[src/rtl/pipe_hazard_ctrl.sv]
// Stall/flush controller for the 5-stage RV32I pipeline: load-use, redirect, fetch-wait and mul/div sequencing.
// Optional saturating stall/flush performance counters are built when PIPE_CTRL_PERF_EN is defined.
module pipe_hazard_ctrl #(
   parameter int unsigned MC_TIMEOUT = 64,
   parameter int unsigned CNT_W      = 32
) (
   input  logic             clk,
   input  logic             rst,
   input  logic [4:0]       D_rs1,
   input  logic [4:0]       D_rs2,
   input  logic             D_rs1_used,
   input  logic             D_rs2_used,
   input  logic [4:0]       E_rd,
   input  logic             E_is_load,
   input  logic             E_is_mc,
   input  logic             jb,
   input  logic             imem_ready,
   input  logic             mc_done,
   output logic             stall_F,
   output logic             stall_D,
   output logic             flush_D,
   output logic             stall_E,
   output logic             flush_E,
   output logic             mc_go,
   output logic             mc_err,
   output logic [CNT_W-1:0] stall_cnt,
   output logic [CNT_W-1:0] flush_cnt
);

   typedef enum logic [1:0] {
      RUN      = 2'b00,
      MC_WAIT  = 2'b01,
      MC_DRAIN = 2'b10
   } state_t;

   localparam logic [7:0] TO_LAST = 8'(MC_TIMEOUT - 1);

   state_t     state, state_nxt;
   logic [7:0] timer, timer_nxt;
   logic       mc_err_q, err_set;
   logic       lu, run_rules;
   logic       s_f, s_d, f_d, s_e, f_e, go;

   assign lu = E_is_load && (E_rd != 5'd0) &&
               ((D_rs1_used && D_rs1 == E_rd) || (D_rs2_used && D_rs2 == E_rd));

   // NOTE: every signal gets a default before the case so no path can infer a latch.
   always_comb begin
      state_nxt = state;
      timer_nxt = timer;
      err_set   = 1'b0;
      run_rules = 1'b0;
      s_f = 1'b0; s_d = 1'b0; f_d = 1'b0;
      s_e = 1'b0; f_e = 1'b0; go  = 1'b0;

      case (state)
         RUN: begin
            if (E_is_mc) begin
               go = 1'b1; s_f = 1'b1; s_d = 1'b1; s_e = 1'b1;
               state_nxt = MC_WAIT;
               timer_nxt = 8'd0;
            end else begin
               run_rules = 1'b1;
            end
         end
         MC_WAIT: begin
            s_f = 1'b1; s_d = 1'b1; s_e = 1'b1;
            timer_nxt = timer + 8'd1;
            if (mc_done) begin
               state_nxt = MC_DRAIN;
            end else if (timer == TO_LAST) begin
               err_set   = 1'b1;
               state_nxt = MC_DRAIN;
            end
         end
         MC_DRAIN: begin
            // E_is_mc is still high here (the finished op sits in E), so no restart check.
            run_rules = 1'b1;
            state_nxt = RUN;
         end
         default: state_nxt = RUN;
      endcase

      if (run_rules) begin
         if (jb) begin
            f_d = 1'b1; f_e = 1'b1;
         end else if (lu) begin
            s_f = 1'b1; s_d = 1'b1; f_e = 1'b1;
         end else if (!imem_ready) begin
            s_f = 1'b1; f_d = 1'b1;
         end
      end
   end

   // NOTE: sequential state uses non-blocking assignments so all registers update together.
   always_ff @(posedge clk or negedge rst) begin
      if (!rst) begin
         state    <= RUN;
         timer    <= 8'd0;
         mc_err_q <= 1'b0;
      end else begin
         state    <= state_nxt;
         timer    <= timer_nxt;
         mc_err_q <= mc_err_q | err_set;
      end
   end

   assign stall_F = rst & s_f;
   assign stall_D = rst & s_d;
   assign flush_D = rst & f_d;
   assign stall_E = rst & s_e;
   assign flush_E = rst & f_e;
   assign mc_go   = rst & go;
   assign mc_err  = rst & mc_err_q;

`ifdef PIPE_CTRL_PERF_EN
   logic [CNT_W-1:0] stall_cnt_q, flush_cnt_q;

   always_ff @(posedge clk or negedge rst) begin
      if (!rst) begin
         stall_cnt_q <= '0;
         flush_cnt_q <= '0;
      end else begin
         if (stall_F && !(&stall_cnt_q))
            stall_cnt_q <= stall_cnt_q + 1'b1;
         if ((flush_D || flush_E) && !(&flush_cnt_q))
            flush_cnt_q <= flush_cnt_q + 1'b1;
      end
   end

   assign stall_cnt = stall_cnt_q;
   assign flush_cnt = flush_cnt_q;
`else
   assign stall_cnt = '0;
   assign flush_cnt = '0;
`endif

endmodule

[config.mk]
export PLATFORM = sky130hd
export DESIGN_NAME = pipe_hazard_ctrl
export DESIGN_NICKNAME = d
export VERILOG_FILES = /design/src/rtl/pipe_hazard_ctrl.sv
export SDC_FILE = /design/constraint.sdc
export NUM_CORES = 1
export LEC_CHECK = 0
export BUFFER_PORTS_ARGS = -buffer_cell sky130_fd_sc_hd__buf_2
export CORE_MARGIN = 4
export CORE_UTILIZATION = 25
export DETAILED_ROUTE_END_ITERATION = 7
export GPL_TIMING_DRIVEN = 0
export PLACE_DENSITY_LB_ADDON = 0.1
export REMOVE_ABC_BUFFERS = 1
export SYNTH_ARGS = -nofsm -noshare
export SYNTH_HDL_FRONTEND = slang
export SYNTH_SLANG_ARGS = --single-unit
[constraint.sdc]
create_clock -name clk -period 1.5 [get_ports clk]
set_clock_uncertainty 0.15 [all_clocks]
set_input_delay 0.075 -clock clk [delete_from_list [all_inputs] [get_ports clk]]
set_output_delay 0.075 -clock clk [all_outputs]
set_load 0.01 [all_outputs]
## Yosys cells after proc, flatten, opt, wreduce, memory -nomap -nowiden

Index checks and enable logic that the tools add are counted.

- Bits in registers: 11
- Input bits: 24
- Output and inout port bits: 71
- Logic and storage cells: 57

- Add/sub/neg operators: 1
- Equal/unequal tests: 7
- Mux-type cells: 28
- Bitwise logic cells: 8
- Reductions and logical operators: 10

Operators by type and width:

| kind | number |
|---|---|
| 1-bit 2-to-1 mux | 20 |
| 8-bit one-hot mux with 2 select lines | 1 |
| 5-bit equality test | 2 |
| 8-bit by 1-bit adder with 8-bit output (second input constant) | 1 |
| 8-bit by 6-bit equality test with 1-bit output (second input constant) | 1 |
| 8-bit 2-to-1 mux | 1 |
| 1-bit bitwise AND | 7 |
| 2-bit 2-to-1 mux | 3 |
| 5-bit nonzero test | 1 |
| 1-bit logical AND | 4 |
| 1-bit one-hot mux with 2 select lines | 2 |
| 2-bit one-hot mux with 2 select lines | 1 |
| 2-bit AND reduction | 2 |
| 3-bit inequality test (second input constant) | 1 |
| 2-bit by 1-bit equality test with 1-bit output (second input constant) | 1 |
| 2-bit equality test (second input constant) | 1 |
| 2-bit zero test | 1 |
| 2-bit inequality test (second input constant) | 1 |
| 2-bit nonzero test | 1 |
| 1-bit logical OR | 1 |
| 1-bit bitwise OR | 1 |

## Depth between registers and ports, before layout

Gate-level depths: netlist of run 1.

- Depth in word-level cells: 8
- Depth in mapped cells: 5
- Mapped depth without buffers: 5

## Worst setup path before layout of run 1

Ideal clock, no wire load.

- Kind: register to register
- From: reg state[1]
- To: reg timer[6]
- Arrival: 1,160 ps
- Required time: 1,210 ps
- Path slack: 51 ps
- Stages on the path, launching flop included: 6
- Clock period less this slack: 1,449 ps
- Cells stage by stage: dfrtp_1 -> nand2b_1 -> or2_2 -> clkbuf_1 -> o311ai_0 -> o41ai_1

- Word-level cells in the longest chain between the ends: 3

RTL lines:

| what | RTL line | source |
|---|---|---|
| start: declaration | 38 | `state_t state, state_nxt;` |
| start signal: assignment | 102 | `state <= state_nxt;` |
| 2-bit by 1-bit equality test with 1-bit output / 2-bit zero test (equally long branches) | 56 | `case (state)` |
| 2-bit nonzero test (no source line) / 2-bit inequality test (equally long branches) | - |  |
| 2-bit AND reduction (no source line) | - |  |
| end signal: assignment | 103 | `timer <= timer_nxt;` |
| end: declaration | 39 | `logic [7:0] timer, timer_nxt;` |

Parallel ways exist; a longest one is shown, timed or not.
A chain may end at the register's enable or synchronous reset.

## Worst setup path after layout of run 1

- From: reg state[0]
- To: out stall_D

- Word-level cells in the longest chain between the ends: 6

RTL lines:

| what | RTL line | source |
|---|---|---|
| 2-bit by 1-bit equality test with 1-bit output / 2-bit zero test (equally long branches) | 56 |  |
| 1-bit one-hot mux with 2 select lines | 56 |  |
| 1-bit 2-to-1 mux | 87 | `end else if (lu) begin` |
| 1-bit 2-to-1 mux | 85 | `if (jb) begin` |
| 1-bit 2-to-1 mux * | 84 | `if (run_rules) begin` |
| 1-bit bitwise AND * | 109 | `assign stall_D = rst & s_d;` |
| end: declaration | 20 | `output logic stall_D,` |

Every way passes the cells marked *; elsewhere a longest branch is shown, timed or not.

==> results of run 1 <==
## layout make-up
type | instances | share of cell area, %
inverters | 2 | 0.551
flip-flops and latches | 11 | 20.3
clock buffers | 4 | 3.31
well taps | 54 | 4.96
multi-input cells | 126 | 54.0
repair buffers | 40 | 16.9
## routing by layer
layer	wire, um	GRT usage, %	vias up	part of all wire (%)
met5	0	0	-	0
met4	41	4.27	0	1.6
met3	237	2.09	4	9.5
met2	1260	13.4	49	50
met1	960	9.01	410	38
li1	-	-	440	-
## worst min-delay path, delay by kind of cell
family	cells	cell delay, ns
and+or+nand+nor	1	0.08
buffers and inverters	1	0.13
AOI/OAI and AO/OA	2	0.18
## metrics by stage
step | area [um2] | power, W | utilization, %
2_1_floorplan | 962 | 0.000673 | -
3_3_place_gp | 1180 | 0.000788 | 25.1
3_5_place_dp | 1180 | 0.000803 | 25.1
4_1_cts | 1320 | 0.00119 | 28.2
5_1_grt | 1360 | 0.00133 | 29.0
6_report | 1360 | 0.00122 | 29.0
## what timing repair did
action / 4_1_cts / 5_1_grt
buffers inserted: 6 / 2
setup endpoints to repair: 12 / 12
gates resized for setup: 9 / 7
endpoints found under the hold margin: 13 / 0
hold buffers: 2 / 0
pin swaps: 5 / 6
## flip-flops by register name (all words and copies together) (netlist names)
| register | cells |
|---|---|
| timer | 8 |
| state | 2 |
| mc_err_q | 1 |
## synthesized netlist by cell type (all sizes together) (2+ instances only)
cell    number  share of area [%]
buf         64                 40
dfrtp       11                 23
xor2         8                5.8
nor2         5                1.6
o21ai        4                2.0
o31ai        4                2.5
nand2        3               0.93
nand2b       3                1.6
nand3        3                1.2
nand4        3                1.6
nor4         3                2.1
a22o         2                1.4
and2         2                1.0
inv          2               0.62
o211ai       2                1.2
o22ai        2                1.0
or2          2                1.0
xnor2        2                1.4
## final timing paths
path                          start        to  slack (ns)  cells past startpoint
setup reg to reg           state[1]  timer[5]       -0.11                      5
max in group asynchronous       rst  state[0]        0.53                      2
hold / removal              E_is_mc  timer[0]        0.14                      4
hold reg to reg            mc_err_q  mc_err_q        0.30                      1
setup / recovery           state[0]   stall_D       -0.16                      3
min in group asynchronous       rst  timer[5]        0.29                      2
## where the power goes
part           leakage (nW)  total, W  internal (W)  switching, W
clock                0.0228  0.000296      0.000186      0.000109
combinational         0.537  0.000506      0.000236      0.000270
sequential            0.148  0.000421      0.000352     0.0000684
total                 0.707   0.00122      0.000775      0.000448
## cells by family after synthesis
group                      after synthesis  synth area share (%)
AOI/OAI and AO/OA                       23                  14.4
xor gates and xnor gates                10                  7.24
adders and majority gates                1                  1.03
buffers and inverters                   67                  40.6
DFF                                     11                  22.8
muxes                                    1                 0.827
other                                    1                 0.310
and+or+nand+nor                         27                  12.8
==> results.md, run 1 <==
- Distinct cell type count after synthesis: 37
- Placed insts: roughly 220
- DR WL/cell: 10.6 um
- Final cell count without fillers: about 240
- Prevailing post-synth register cell: dfrtp_1
- H-tree depth: 1
- MaxCap Viol Count: 0
- CTS sink count: 11
- RSZ-0062 raised after global routing: true
- Vias per cell: around 3.8
- Share of post-route cells with drive strength above 1: between 30 and 40%
- Core box area: 4690 um2
- Register area: 277 um2
- Total grt overflow: 0
- Slew HR: between 60% and 70%
- Slowest stage cell, crit path: a2111o_1
- Row cnt: 25
- CTS Buf Count: 3
- CTS tree: done
- Mapped Avg Cell Area: about 8.6 um2
- Status: finished, violations left
- # diodes: 0
- Largest net degree at the start of global routing: 12
- Vias in the first global route: around 840
- Worst path max stage delay: 0.46 ns
- Hpwl dp: between 2000 and 2500 um
- Worst-case vdd ir drop: between 200 and 300 uV
- Setup WS post-layout: -0.161 ns
- Finish-stage setup viols: 7
- Fin. Hold Viols: 0
- GPL Wtd Cong: 0.721
- Kind of critical path: reg -> out
- Slew Limit Fails: 0
- DRT antenna net count: 0
- IO Pins: 95
- Crit-path cells: a2111o_1 -> o22ai_1 -> buf_2
- Hold/Removal Path Class: in -> reg
- Power per cell area: approximately 900 nW/um2
- Crit end category: output pin
- Most common cell after layout, fill and taps aside: conb_1
- Post-Syn Instances: roughly 140
- Die H: 77.6 um
- Setup TNS: -0.750 ns
- Detailed Route Iter0 Violations: 34
- Die X-Extent: roughly 78 um
- Port buffer count: 30
- Antenna violations before repair: 0
- Buf+Inv Stages, Crit Path: 1
- All-layer global routing usage: between 7 and 8%
- Final nets: between 200 and 250
- Seq cells post-synth: 11
- Largest delay share family, worst path: compound AO/OA/AOI/OAI gates
- Synth Cell Area: between 1000 and 1500 um2
- Root Buffer: clkbuf_8
- Hold_ws: 0.137 ns
- Failing checks: negative setup slack
- First-pass DRT Iterations: 4
- Drt drc: 0
- CP required: between 1 and 1.5 ns
- CP startpoint kind: flip-flop
- Leakage: 0.707 nW
- Async S/R FF share, synth: 100%
- CP max FO: 6
- Multi-input gate area: roughly 740 um2
- Fill count: approximately 530
- Layout area overhead: 12.6%
- Initial Util: between 20 and 30%
- Crit path DAT: 1.44 ns
- Clk_lat worst skew: around 0.24 ns
- Final wirelength: 2500 um
- Synthesis Warnings: 0
- Clk buf depth: 2
- Measured slew at the worst slew-check pin: 0.517 ns
- Crit path time final: 1.66 ns
- Achievable Freq: about 0.6 GHz
- Post-synth EDFFs: 0
- Reg clk slew, reported paths: approximately 0.050 ns
- Period utilization: 111%
- Commonest cells after routing, fill and taps aside: 64 x conb_1, 30 x buf_2, 10 x dfrtp_1, 8 x xor2_1, 8 x buf_4
- First-pass GRT wire length: around 3800 um
- Vias: around 900
- Die Area: between 6000 and 7000 um2
- Sequential area share after synthesis: between 20% and 30%
- Worst slack, placed: -0.0606 ns
Power figures use the tool's default switching activity.
==> run 2, diff against run 1 <==
--- a/config.mk
+++ b/config.mk
@@ -7,7 +7,7 @@
 export LEC_CHECK = 0
 export BUFFER_PORTS_ARGS = -buffer_cell sky130_fd_sc_hd__buf_2
 export CORE_MARGIN = 4
-export CORE_UTILIZATION = 25
+export CORE_UTILIZATION = 35
 export DETAILED_ROUTE_END_ITERATION = 7
 export GPL_TIMING_DRIVEN = 0
 export PLACE_DENSITY_LB_ADDON = 0.1
==> results.md, run 2 (same netlist as run 1, synthesis figures left out) <==
- Status: finished, violations left
- Failing checks: negative setup slack
- Reg clk slew, reported paths: roughly 0.07 ns
- Die H: 66.8 um
- Fill count: between 300 and 400
- CP max FO: 5
- GPL Wtd Cong: 0.728
- All-layer global routing usage: under 10%
- Worst slack, placed: -0.0542 ns
- Crit path DAT: 1.47 ns
- Largest registers: timer x8, state x2, mc_err_q x1
- Final instance area: between 1000 and 1500 um2
- Hold path cells: 4
- Row cnt: 21
- CTS Buf Count: 3
- # diodes: 0
- Final wirelength: 2380 um
- Period utilization: 113%
- Finish-stage setup viols: 7
- Final nets: roughly 210
- Port buffer count: 30
- Detailed Route Iter0 Violations: 8
- Achievable Freq: around 0.59 GHz
- First-pass DRT Iterations: 2
- Slew Limit Fails: 0
- CTS tree: done
- Vias in the first global route: 780
- Setup WS post-layout: -0.194 ns
- DR WL/cell: 10.5 um
- Clk buf depth: 2
- Final Total Pwr: roughly 0.0011 W
- Antenna violations before repair: 0
- Vias: between 900 and 1000
- Hpwl dp: about 1800 um
- IO Pins: 95
- Hold_ws: approximately 0.086 ns
- Number of flip-flops in the largest register: 8
- CP required: 1.27 ns
- Root Buffer: clkbuf_4
- Setup TNS: -0.910 ns
- Vias per cell: 4.04
- CTS sink count: 11
- DRT antenna net count: 0
- Clk_lat worst skew: between 0.2 and 0.3 ns
- Initial Util: between 30 and 40%
- H-tree depth: 1
- Slew HR: between 60% and 70%
- Kind of critical path: reg -> out
- CP startpoint kind: flip-flop
- Fin. Hold Viols: 0
- Largest net degree at the start of global routing: 12
- MaxCap Viol Count: 0
- Share of post-route cells with drive strength above 1: between 20% and 30%
- Area of placed instances: about 1200 um2
- Leakage: about 0.69 nW
- Drt drc: 0
- Crit path time final: roughly 1.7 ns
- Die Area: about 4500 um2
- Measured slew at the worst slew-check pin: between 0.5 and 0.6 ns
- Die X-Extent: roughly 67 um
- Core box area: between 3000 and 4000 um2
- Reg2reg path depth: 5
- Total grt overflow: 0
- Hold/Removal Path Class: in -> reg
- Crit end category: output pin
- Most common cell after layout, fill and taps aside: conb_1
- Layout area overhead: 8.58%
- Commonest cells after routing, fill and taps aside: 64 x conb_1, 30 x buf_2, 10 x dfrtp_1, 8 x xor2_1
- First-pass GRT wire length: between 3000 and 4000 um
- Power per cell area: around 840 nW/um2
- Worst-case vdd ir drop: around 230 uV
- RSZ-0062 raised after global routing: true
- Most flops, register: timer
run 2: cell types whose count changed in the layout (fill, tap and decap cells not counted), moves of 2 or more:
cell / previous run / this run
buf_4: 8 / 4
clkbuf_4: 0 / 3
clkbuf_8: 3 / 0
buf_6: 0 / 2
run 2: path summary, 6_finish.rpt:
path	start	endpoint	slack, ns
worst min-delay path	E_is_mc	timer[0]	0.09
worst max-delay path	state[1]	stall_D	-0.19
worst min register to register	mc_err_q	mc_err_q	0.31
min in group asynchronous	rst	timer[7]	0.25
max in group asynchronous	rst	state[0]	0.57
worst max register to register	state[1]	timer[7]	-0.11
run 2: worst max-delay path, stage by stage (launching register included):
cell and delay [ns]:
dfrtp_1 0.42, a2111o_1 0.46, o22ai_1 0.17, buf_2 0.16
run 2: timing repair:
item                                    in CTS  in global routing
resized for setup                           10                  6
hold buffers                                 2                  0
setup buffers                                6                  0
pin swaps                                    5                  2
endpoints found under the hold margin       14                  0
endpoints found under the setup margin       9                 12
gates cloned                                 0                  0
run 2: layout make-up:
type | count | area (um2) | share of cell area [%]
clock buffer | 4 | 26.3 | 2.00
inverter | 2 | 7.51 | 0.571
multi-input combinational | 126 | 723 | 55.0
sequential | 11 | 277 | 21.0
tap | 46 | 57.6 | 4.38
timing repair buffer | 38 | 223 | 17.0
run 2: metal layers:
layer	share of wire [%]	vias to the layer above	track usage (%)
li1	-	436	-
met1	35	424	10.6
met2	53	54	17.7
met3	11	2	1.01
met4	1.1	0	6.85
met5	0	-	0
run 2: where the power goes:
| part | leakage, nW | switching [W] | internal, W | total (W) |
|---|---|---|---|---|
| combinational | 0.531 | 0.000261 | 0.000219 | 0.000480 |
| sequential | 0.148 | 0.0000663 | 0.000351 | 0.000418 |
| clock | 0.0150 | 0.000104 | 0.000103 | 0.000207 |
run 2: through the flow:
stage / std cells / utilization, %
after floorplan: 139 / -
after global placement: 215 / 35.1
after detailed placement: 215 / 35.1
after CTS: 227 / 39.1
after global routing: 227 / 39.4
final: 227 / 39.4
